==> src/rtl/hazard_stall_unit.sv <==
// hazard_stall_unit: load-use stall, bubble insertion and operand forwarding
// control for a 5-stage RV32I pipeline. A registered shadow of the ID/EX,
// EX/MEM and MEM/WB instructions (register fields plus class flags) drives
// purely combinational decisions for the instruction currently in decode.
//
// Handshake: there is no valid/ready pair here. id_valid qualifies the decode
// fields for the current cycle; mem_stall is a global freeze that overrides
// everything; flush discards the decode instruction. The load_use_stall output
// is a same-cycle request to hold PC and IF/ID and to inject a bubble.
module hazard_stall_unit #(
  parameter int CNT_W = 16
) (
  input  logic             clk,
  input  logic             rst,
  input  logic             id_valid,
  input  logic [6:0]       id_opcode,
  input  logic [4:0]       id_rd,
  input  logic [4:0]       id_rs1,
  input  logic [4:0]       id_rs2,
  input  logic             mem_stall,
  input  logic             flush,
  output logic             load_use_stall,
  output logic [1:0]       fwd_a_sel,
  output logic [1:0]       fwd_b_sel,
  output logic             mem_store_fwd,
  output logic [CNT_W-1:0] stall_count
);

  localparam logic [6:0] OP_LUI   = 7'b0110111;
  localparam logic [6:0] OP_AUIPC = 7'b0010111;
  localparam logic [6:0] OP_JAL   = 7'b1101111;
  localparam logic [6:0] OP_JALR  = 7'b1100111;
  localparam logic [6:0] OP_BR    = 7'b1100011;
  localparam logic [6:0] OP_LOAD  = 7'b0000011;
  localparam logic [6:0] OP_STORE = 7'b0100011;
  localparam logic [6:0] OP_IMM   = 7'b0010011;
  localparam logic [6:0] OP_REG   = 7'b0110011;

  localparam logic [1:0] SEL_RF  = 2'b00;
  localparam logic [1:0] SEL_EXM = 2'b01;
  localparam logic [1:0] SEL_MWB = 2'b10;

  // One shadow entry per pipeline stage; all-zero is a bubble.
  typedef struct packed {
    logic       valid;
    logic [4:0] rd;
    logic [4:0] rs1;
    logic [4:0] rs2;
    logic       wr;
    logic       ld;
    logic       st;
    logic       use1;
    logic       use2;
  } stage_t;

  stage_t dec_raw;   // class flags of the decode opcode, ignoring id_valid
  stage_t dec;       // entry that enters ID/EX on a normal advance
  stage_t idex;
  stage_t exmem;
  stage_t memwb;
  logic   hazard;

  // Classify the decode opcode; rd == x0 never counts as a write.
  always_comb begin
    dec_raw      = '0;
    dec_raw.rd   = id_rd;
    dec_raw.rs1  = id_rs1;
    dec_raw.rs2  = id_rs2;
    case (id_opcode)
      OP_LUI, OP_AUIPC, OP_JAL: dec_raw.wr = 1'b1;
      OP_JALR: begin
        dec_raw.wr   = 1'b1;
        dec_raw.use1 = 1'b1;
      end
      OP_BR: begin
        dec_raw.use1 = 1'b1;
        dec_raw.use2 = 1'b1;
      end
      OP_LOAD: begin
        dec_raw.wr   = 1'b1;
        dec_raw.ld   = 1'b1;
        dec_raw.use1 = 1'b1;
      end
      OP_STORE: begin
        dec_raw.st   = 1'b1;
        dec_raw.use1 = 1'b1;
        dec_raw.use2 = 1'b1;
      end
      OP_IMM: begin
        dec_raw.wr   = 1'b1;
        dec_raw.use1 = 1'b1;
      end
      OP_REG: begin
        dec_raw.wr   = 1'b1;
        dec_raw.use1 = 1'b1;
        dec_raw.use2 = 1'b1;
      end
      default: ;
    endcase
    if (id_rd == 5'd0) dec_raw.wr = 1'b0;
    dec       = dec_raw;
    dec.valid = 1'b1;
    if (!id_valid) dec = '0;
  end

  // Load in ID/EX feeding decode. A store's rs2 is excluded because the
  // load data reaches it later through mem_store_fwd.
  always_comb begin
    hazard = idex.valid && idex.ld && (idex.rd != 5'd0) && id_valid &&
             ((dec_raw.use1 && (id_rs1 == idex.rd)) ||
              (dec_raw.use2 && !dec_raw.st && (id_rs2 == idex.rd)));
    load_use_stall = hazard && !flush && !mem_stall;
  end

  // EX/MEM wins over MEM/WB; a load in EX/MEM has no data yet.
  function automatic logic [1:0] fwd_pick(input logic used, input logic [4:0] rs,
                                          input stage_t em, input stage_t mw);
    logic [1:0] sel;
    sel = SEL_RF;
    if (used && (rs != 5'd0)) begin
      if (em.valid && em.wr && !em.ld && (em.rd == rs)) sel = SEL_EXM;
      else if (mw.valid && mw.wr && (mw.rd == rs))      sel = SEL_MWB;
    end
    return sel;
  endfunction

  // Forwarding selects for the instruction in EX and the MEM-stage store data.
  always_comb begin
    fwd_a_sel     = fwd_pick(idex.use1, idex.rs1, exmem, memwb);
    fwd_b_sel     = fwd_pick(idex.use2, idex.rs2, exmem, memwb);
    mem_store_fwd = exmem.valid && exmem.st && memwb.valid && memwb.ld &&
                    (memwb.rd == exmem.rs2) && (memwb.rd != 5'd0);
  end

  // Shadow pipeline advance: freeze, bubble-insert, or normal shift.
  always_ff @(posedge clk or posedge rst) begin
    if (rst) begin
      idex  <= '0;
      exmem <= '0;
      memwb <= '0;
    end else if (mem_stall) begin
      idex  <= idex;
      exmem <= exmem;
      memwb <= memwb;
    end else if (load_use_stall || flush) begin
      idex  <= '0;
      exmem <= idex;
      memwb <= exmem;
    end else begin
      idex  <= dec;
      exmem <= idex;
      memwb <= exmem;
    end
  end

  // Saturating count of load-use stall cycles.
  always_ff @(posedge clk or posedge rst) begin
    if (rst) begin
      stall_count <= '0;
    end else if (load_use_stall && (stall_count != {CNT_W{1'b1}})) begin
      stall_count <= stall_count + 1'b1;
    end
  end

endmodule

==> config.mk <==
export PLATFORM = sky130hd
export DESIGN_NAME = hazard_stall_unit
export DESIGN_NICKNAME = d
export VERILOG_FILES = /design/src/rtl/hazard_stall_unit.sv
export SDC_FILE = /design/constraint.sdc
export NUM_CORES = 1
export LEC_CHECK = 0
export CAP_MARGIN = 10
export CORE_UTILIZATION = 40
export CTS_CLUSTER_SIZE = 20
export DETAILED_ROUTE_END_ITERATION = 8
export PLACE_DENSITY = 0.65
export SLEW_MARGIN = 25
export SYNTH_ARGS = -nofsm -noshare
export SYNTH_HDL_FRONTEND = slang
export SYNTH_SLANG_ARGS = --single-unit
==> constraint.sdc <==
create_clock -name clk -period 1.9 [get_ports clk]
set_input_delay 0.38 -clock clk [delete_from_list [all_inputs] [get_ports clk]]
set_output_delay 0.38 -clock clk [all_outputs]
set_load 0.02 [all_outputs]
==> results.toml, run 1 <==
[logic_synthesis]
syn-num-nets = 284
synth.ff_latch_count = 59
seq_area_frac_synth_pct = 49.7
synth_flop_cell = "dfrtp_1"
synth_async_sr_flop_share_pct = 100
synth_compound_area_share_pct = 7.75
synth.area.mux_share_pct = 8.72
ys_types = 38
synth_top_cell_by_area = "dfrtp_1"
synth-edff-count = 0
syn_area_um2 = 2970
synth_cells = 256
yosysTopAreaCellShare_pct = 49.7
yosys.area_share.simple_pct = 16.1
synth_area_leaders = "dfrtp_1 (50%), xnor2_1 (10%), mux2_2 (8.7%)"
synthXorXnorAreaFrac_pct = 14.7
avgSynthCellArea_um2 = 11.6
synthAdderAreaFrac_pct = 0.421
synth_top_family_by_area = "simple AND/OR/NAND/NOR gates"
yosysWarnings = 0

[drt]
antenna_left = 0
vias = 2449
totalWireLength_mm = 7.49
drc_errors = 0
drtPass1Iterations = 4
vias_per_cell = 5.08
drt-initial-drc-count = 115
wl_per_cell_um = 15.5

[clock_network]
cts_root_buf = "clkbuf_8"
ctsLongestPathBuffers = 2
cts_max_level = 3
clk_pin_slew_ns = 0.06
clock_latency_ns = 0.33
postCtsHoldBufs = 0
cts_sinks = 59
numCtsBuffers = 9
cts_tree = "yes"

[worst_hold_path]
worstHoldPathType = "primary input to flop"
holdCritStartpoint = "id_rs2[3]"
min_to = "idex[8]"
holdPathStages = 2

[global_route]
grt_pass1_wl_mm = 12.0
grt_use_total_pct = 20.9
antenna_found_initial = 0
grt_max_degree = 47
grt.overflow.total = 0
grt_pass1_vias = 2400

[worst_setup_path]
cpPeakStageDelay_ns = 0.56
crit_buf_inv = 1
arrival_ns = 1.73
path_cells = "or4_4 > nor2_4 > nor4_2 > and2_4 > buf_6"
path_class = "flop to primary output"
crit_fanout = 2
r2r-end = "idex[0]"
worstSetupStartpoint = "idex[17]"
end_kind = "primary output"
reg2regPathDepth = 8
cp_top_family = "simple AND/OR/NAND/NOR gates"
reg2reg_from = "idex[17]"
cp_slowest_cell = "or4_4"
cp-start-kind = "flop"
ff2ff_setup_slack_ns = -0.09
crit_required_ns = 1.52

[pwr]
total_power_mw = 2.82
p_clk_share_pct = 33.1
powerDensity_nw_per_um2 = 621
p_comb_share_pct = 18.0
seq_power_share_pct = 48.9
p_switching_mw = 0.715
ir_drop_mv = 0.342
swShare_pct = 25.3
internal_power_mw = 2.11
p_leak_nw = 2.15

[floorplan]
die_h_um = 88.2
num_rows = 31
die-width_um = 88.2
dieArea_um2 = 7770
initial_core_util_pct = 41.2
ios = 49
coreArea_um2 = 7210

[sta]
clock.fmax_mhz = 473
slew_headroom_pct = 62.4
layout_setup_ws_ns = -0.213
fin_crit_sh_pct = 111
finalClockSkew_ns = 0.00406
final-hold-violation-count = 0
rsz0062_at_grt = "yes"
setup_viol = 19
fin_crit_ns = 2.11
tightest_slew_ns = 0.563
slew_viol_final = 0

[placed_design]
gp_congestion = 0.823
io_buffers = 48
place_hpwl_mm = 5.01

[job]
drv_cap = 0

[outcome]
status = "finished, violations left"
violations = "setup timing"

[final_layout]
layout.nets = 409
n_fill_cell = 576
fin_util_pct = 63.0
antenna_cells = 0
drive_gt1_share_pct = 41.8
area_delta_synth_final_pct = 53.1
-- stage by stage --
stage               TNS [ns]  setup slack [ns]  cell area (µm²)  std cells  hold WS, ns
global route           -3.78            -0.313             4550        482        0.370
global placement      -22.40            -0.835             3970        449        0.478
floorplan                  0           0.00129             2970        256        0.440
finish                 -1.67            -0.213             4550        482        0.366
CTS                    -1.70            -0.218             4400        477        0.380
detailed placement    -23.51            -0.819             3970        449        0.485
-- cell usage after synthesis, types with 3 or more instances --
cell / count
clkbuf_1: 8
nand2_1: 8
nor4_2: 3
nand4_1: 9
o21ai_0: 3
mux2_2: 23
or4_1: 4
nor3_1: 5
nand3_1: 17
nor4_1: 5
a22o_1: 16
nor2_1: 12
xor2_1: 16
a32o_1: 3
dfrtp_1: 59
xnor2_1: 34
-- sequential cells by signal (all words and copies together) (netlist names) --
| register | count |
|---|---|
| exmem | 14 |
| memwb | 8 |
| idex | 21 |
| stall_count | 16 |
-- layout by cell type, fill, tap and decap left out, types with 3 or more instances in the layout --
cell              n
dfrtp_1          50
clkdlybuf4s50_1  29
buf_12            3
nor4_1            3
buf_4            60
nor2_4            3
buf_2             4
nor4_4            3
mux2_2           22
buf_6            17
xnor2_2           8
dfrtp_2           9
nor3_1            4
nand4_1           9
nand3_1          17
a32o_1            3
nand2_1           8
nor2_1            7
clkbuf_1          3
dlygate4sd2_1     7
a22o_1           16
xor2_1           16
xnor2_1          26
dlymetal6s2s_1    5
clkbuf_8         10
-- power groups by stage --
stage,combinational (mW),clock [mW],sequential [mW]
3_5_place_dp,0.412,0,1.40
5_1_grt,0.550,1.02,1.39
3_3_place_gp,0.405,0,1.39
2_1_floorplan,0.225,0,1.38
4_1_cts,0.483,0.954,1.37
6_report,0.508,0.933,1.38
-- layer usage --
metal	share of wire [%]	wire, µm	global-route usage, %	vias up
met4	0.91	68	7.04	0
met3	2.8	208	3.96	6
met5	0	0	0	-
met1	46	3450	28.4	1211
met2	50	3770	33.7	48
li1	-	-	-	1184
-- final cells by class --
| cell class | instances | area (µm²) | share of cell area [%] |
|---|---|---|---|
| tap | 99 | 124 | 2.73 |
| sequential | 59 | 1490 | 32.7 |
| timing repair buffer | 126 | 1150 | 25.3 |
| clock buffer | 13 | 149 | 3.28 |
| inverter | 1 | 3.75 | 0.0826 |
| multi-input combinational | 184 | 1630 | 35.9 |
-- cell families after synthesis --
kind of cell,after synthesis
and+or+nand+nor,80
DFF,59
xor gates and xnor gates,50
AOI/OAI and AO/OA,29
muxes,23
buffers and inverters,14
adders and majority gates,1
-- worst reg2reg max path: stages (launching register included) --
cell and delay (ns):
dfrtp_1 0.39, or4_4 0.56, nor2_4 0.11, nor4_2 0.05, and2_4 0.17, buf_8 0.13, nor3_4 0.20, buf_12 0.16
a32o_1 0.16
-- worst max path at each step --
stage | endpoint | depth (start not counted)
2_1_floorplan | fwd_b_sel[1] | 4
3_3_place_gp | load_use_stall | 6
3_5_place_dp | load_use_stall | 6
4_1_cts | load_use_stall | 5
5_1_grt | fwd_b_sel[1] | 5
6_report | load_use_stall | 5
-- what timing repair did --
item / in CTS / in global routing
setup buffers: 15 / 11
resized for setup: 82 / 31
cloned: 1 / 0
setup endpoints to repair: 36 / 36
pin swaps: 24 / 38
Power figures use the tool's default switching activity.
==> inputs of run 2 (changes only) <==
--- a/config.mk
+++ b/config.mk
@@ -9,7 +9,7 @@
 export CORE_UTILIZATION = 40
 export CTS_CLUSTER_SIZE = 20
 export DETAILED_ROUTE_END_ITERATION = 8
-export PLACE_DENSITY = 0.65
+export DONT_BUFFER_PORTS = 1
 export SLEW_MARGIN = 25
 export SYNTH_ARGS = -nofsm -noshare
 export SYNTH_HDL_FRONTEND = slang
==> run 2 against run 1 <==
The flow still finishes with violations (setup timing). Largest power group unchanged. Critical endpoint unchanged. Clock-buffer cell count is 4 lower. Maximum frequency is 0.41% lower. Global-route usage down 2.2 points. Worst hold slack worse by 0.20 ns.
==> results.toml, run 2 (synthesized netlist as in run 1, its figures left out) <==
[final_layout]
top_register = "idex"
drive_gt1_share_pct = 36.7
final_common_cell = "dfrtp_1"
layout_common_cells = "dfrtp_1 (54), buf_4 (43), xnor2_1 (32)"
n_fill_cell = 647
seq_area_um2 = 1480
multi_input_area_um2 = 1520
layout.nets = 331
largest_reg_flops = 21
top_regs = "idex: 21 flops, stall_count: 16 flops, exmem: 14 flops"
antenna_cells = 0
stdcell_count = 407
area_delta_synth_final_pct = 25.6

[pwr]
p_leak_nw = 1.69
powerDensity_nw_per_um2 = 752
ir_drop_mv = 0.366

[global_route]
grt_use_total_pct = 18.7
grt_pass1_wl_mm = 10.7
grt_max_degree = 60
antenna_found_initial = 0
grt.overflow.total = 0
grt_pass1_vias = 2186

[floorplan]
die_h_um = 88.2
ios = 49
num_rows = 31
die-width_um = 88.2
initial_core_util_pct = 41.2
coreArea_um2 = 7210
dieArea_um2 = 7770

[placed_design]
place_hpwl_mm = 4.74
gp_congestion = 0.751
io_buffers = 0
placed_cells = 379

[worst_setup_path]
cpPeakStageDelay_ns = 0.54
path_class = "flop to primary output"
cp-start-kind = "flop"
crit_fanout = 8
ff2ff_setup_slack_ns = -0.04
crit_required_ns = 1.52
path_cells = "or4_4 > nor2_4 > nor4_2 > and2_4 > buf_12"
arrival_ns = 1.74
cp_slowest_cell = "or4_4"
end_kind = "primary output"

[drt]
totalWireLength_mm = 6.68
drt-initial-drc-count = 128
vias = 2123
vias_per_cell = 5.22
drc_errors = 0
antenna_left = 0
wl_per_cell_um = 16.4
drtPass1Iterations = 4

[clock_network]
ctsLongestPathBuffers = 2
cts_root_buf = "clkbuf_8"
cts_tree = "yes"
numCtsBuffers = 9
cts_max_level = 3
cts_sinks = 59
clk_pin_slew_ns = 0.07
clock_latency_ns = 0.33

[sta]
clock.fmax_mhz = 471
rsz0062_at_grt = "yes"
final-hold-violation-count = 0
setup_viol = 19
fin_tns_setup_ns = -1.10
slew_headroom_pct = 74.9
layout_setup_ws_ns = -0.222
fin_crit_sh_pct = 112
tightest_slew_ns = 0.376
slew_viol_final = 0
finalClockSkew_ns = 0.00865
fin_crit_ns = 2.12

[job]
drv_cap = 0

[outcome]
violations = "setup timing"
status = "finished, violations left"

[worst_hold_path]
worstHoldPathType = "primary input to flop"
[run 2: worst paths after layout]
| kind | start | end | depth (start not counted) |
|---|---|---|---|
| worst max-delay path | idex[16] | load_use_stall | 5 |
| worst min-delay path | id_rd[3] | idex[18] | 1 |
| min in group asynchronous | rst | memwb[3] | 3 |
| max in group asynchronous | rst | idex[7] | 3 |
| worst max register to register | idex[16] | idex[2] | 8 |
| worst min register to register | memwb[3] | memwb[3] | 1 |
[run 2: per-layer routing]
metal	up-vias	global-route usage, %	part of all wire [%]
met3	13	4.71	4.7
met4	0	7.48	1.8
met1	1027	25.2	46
met2	56	28.9	47
li1	1027	-	-
met5	-	0	0
[run 2: worst max-delay path: cells and delay by family, from the launching register on]
family	cells	cell delay, ns
AND/OR/NAND/NOR	4	0.86
flip-flops	1	0.41
buffers and inverters	1	0.14
[run 2: through the flow]
step | hold slack [ns] | power [mW] | cell area, µm² | setup slack, ns | util [%]
finish | 0.168 | 2.80 | 3730 | -0.222 | 51.7
global route | 0.157 | 2.93 | 3730 | -0.303 | 51.7
CTS | 0.141 | 2.81 | 3640 | -0.289 | 50.5
detailed placement | 0.356 | 1.66 | 3320 | -0.0477 | 46.1
global placement | 0.351 | 1.65 | 3320 | -0.0303 | 46.1
floorplan | 0.440 | 1.60 | 2970 | 0.00129 | -
[run 2: repair_timing]
| action | in CTS | in global routing |
|---|---|---|
| endpoints found under the hold margin | 32 | 0 |
| endpoints found under the setup margin | 32 | 36 |
| hold buffers | 1 | 0 |
| gates resized for setup | 18 | 12 |
| setup buffers | 8 | 3 |
| pin swaps | 10 | 9 |
[run 2: layout make-up]
cell class	count	area share, %
Clock buffer	9	3.32
Sequential cell	59	39.8
Multi-Input combinational cell	183	40.7
Inverter	1	0.101
Clock inverter	7	1.85
Timing Repair Buffer	49	10.9
Tap cell	99	3.32
[run 2: where the power goes]
group	internal [mW]	switching, mW
sequential	1.31	0.0716
combinational	0.184	0.127
clock	0.599	0.512
==> inputs of run 3 (changes only) <==
--- a/config.mk
+++ b/config.mk
@@ -6,10 +6,14 @@
 export NUM_CORES = 1
 export LEC_CHECK = 0
 export CAP_MARGIN = 10
-export CORE_UTILIZATION = 40
+export CELL_PAD_IN_SITES_DETAIL_PLACEMENT = 1
+export CELL_PAD_IN_SITES_GLOBAL_PLACEMENT = 2
+export CORE_UTILIZATION = 37
 export CTS_CLUSTER_SIZE = 20
 export DETAILED_ROUTE_END_ITERATION = 8
 export DONT_BUFFER_PORTS = 1
+export GPL_ROUTABILITY_DRIVEN = 0
+export PLACE_DENSITY_LB_ADDON = 0.1
 export SLEW_MARGIN = 25
 export SYNTH_ARGS = -nofsm -noshare
 export SYNTH_HDL_FRONTEND = slang
==> run 3 against run 2 <==
The flow still finishes with violations (setup timing). Die area is 7.9% higher. First-iteration DRC count is 52% lower. Critical path type unchanged. Core utilization is 0.31 points higher. Sequential cell count stayed put. Setup slack worse by 0.051 ns. Clock-buffer cell count is 2 higher. Critical path depth stayed put. Largest cell class unchanged. Worst hold slack worse by 0.019 ns. Sequential share of layout area is 2.7 points lower.
==> results.toml, run 3 (synthesized netlist as in run 1, its figures left out) <==
[drt]
drc_errors = 0
drtPass1Iterations = 4
antenna_left = 0
totalWireLength_mm = 7.86
vias_per_cell = 5.31
wl_per_cell_um = 18.5
drt-initial-drc-count = 62
vias = 2256

[pwr]
p_switching_mw = 0.709
internal_power_mw = 2.15
powerDensity_nw_per_um2 = 712
p_clk_share_pct = 39.4
p_leak_nw = 1.88
ir_drop_mv = 0.334
total_power_mw = 2.86
p_comb_share_pct = 12.2
seq_power_share_pct = 48.4
swShare_pct = 24.8

[final_layout]
top_regs = "idex: 21 flops, stall_count: 16 flops, exmem: 14 flops"
top_register = "idex"
area_delta_synth_final_pct = 35.3
drive_gt1_share_pct = 44.0
final_common_cell = "dfrtp_1"
antenna_cells = 0
stdcell_count = 425
layout.nets = 346
largest_reg_flops = 21
layout_common_cells = "dfrtp_1 (50), buf_4 (48), xnor2_1 (30)"

[placed_design]
io_buffers = 0
placed_cells = 390
place_hpwl_mm = 5.43

[global_route]
grt_pass1_vias = 2351
grt_pass1_wl_mm = 12.7
grt.overflow.total = 0
grt_use_total_pct = 20.2
antenna_found_initial = 0
grt_max_degree = 47

[sta]
fin_crit_ns = 2.17
slew_headroom_pct = 52.8
finalClockSkew_ns = 0.00805
fin_tns_setup_ns = -2.75
fin_crit_sh_pct = 114
layout_setup_ws_ns = -0.274
slew_viol_final = 0
rsz0062_at_grt = "yes"
holdWs_ns = 0.148
final-hold-violation-count = 0
setup_viol = 30
tightest_slew_ns = 0.707
clock.fmax_mhz = 460

[worst_setup_path]
path_cells = "or4_4 > nor2_4 > nor4_2 > and2_4 > buf_8"
arrival_ns = 1.79
crit_buf_inv = 1
end_kind = "primary output"
cp_top_family = "simple AND/OR/NAND/NOR gates"
path_class = "flop to primary output"
cpPeakStageDelay_ns = 0.54
reg2regPathDepth = 8
crit_required_ns = 1.52
cp_slowest_cell = "or4_4"
cp-start-kind = "flop"
cp.depth = 5
crit_fanout = 8

[clock_network]
cts_tree = "yes"
clk_pin_slew_ns = 0.07
cts_max_level = 3
clock_latency_ns = 0.34
cts_root_buf = "clkbuf_8"
numCtsBuffers = 9
cts_sinks = 59
ctsLongestPathBuffers = 2

[worst_hold_path]
worstHoldPathType = "primary input to flop"
holdPathStages = 1

[floorplan]
dieArea_um2 = 8390
ios = 49
initial_core_util_pct = 38.4
die_h_um = 91.6
num_rows = 32
die-width_um = 91.6
coreArea_um2 = 7730

[outcome]
status = "finished, violations left"
violations = "setup timing"

[job]
drv_cap = 0
==> run 3: layout make-up <==
type                    instances  area (µm²)
repair buffers                 64         561
clock buffers                  11         141
flip-flops and latches         59        1490
inverters                       1        3.75
clock inverters                 5        52.6
fillers                       816        3710
well taps                     102         128
multi-input cells             183        1640
==> run 3: path summary, 6_finish.rpt <==
kind | start | to | slack [ns]
min | mem_stall | idex[1] | 0.15
min reg2reg | memwb[3] | memwb[3] | 0.51
max in group asynchronous | rst | idex[18] | 0.83
min in group asynchronous | rst | stall_count[10] | 0.49
max reg2reg | idex[15] | idex[2] | -0.12
max | idex[15] | load_use_stall | -0.27
==> run 3: repair_timing <==
| item | in CTS | in global routing |
|---|---|---|
| endpoints found under the hold margin | 16 | 0 |
| gates resized for setup | 35 | 30 |
| setup buffers | 8 | 12 |
| pin swaps | 13 | 21 |
| hold buffers | 1 | 0 |
| setup endpoints to repair | 36 | 43 |
==> run 3: metal layers <==
layer | wire length [µm] | global-route usage, %
met5 | 0 | 0
met4 | 106 | 6.75
met3 | 289 | 4.94
met2 | 3660 | 30.3
met1 | 3800 | 28.3
==> run 3: power by group through the flow <==
stage | sequential (mW) | clock, mW | combinational (mW)
global placement | 1.40 | 0 | 0.279
floorplan | 1.38 | 0 | 0.225
CTS | 1.38 | 1.18 | 0.330
finish | 1.38 | 1.13 | 0.350
global route | 1.39 | 1.24 | 0.387
detailed placement | 1.40 | 0 | 0.285
==> run 3: per-stage QoR <==
| step | area, µm² | worst slack (ns) | utilization, % |
|---|---|---|---|
| floorplan | 2970 | 0.00129 | - |
| global placement | 3390 | -0.0814 | 43.8 |
| detailed placement | 3390 | -0.163 | 43.8 |
| CTS | 3780 | -0.276 | 48.9 |
| global route | 4020 | -0.371 | 52.0 |
| finish | 4020 | -0.274 | 52.0 |
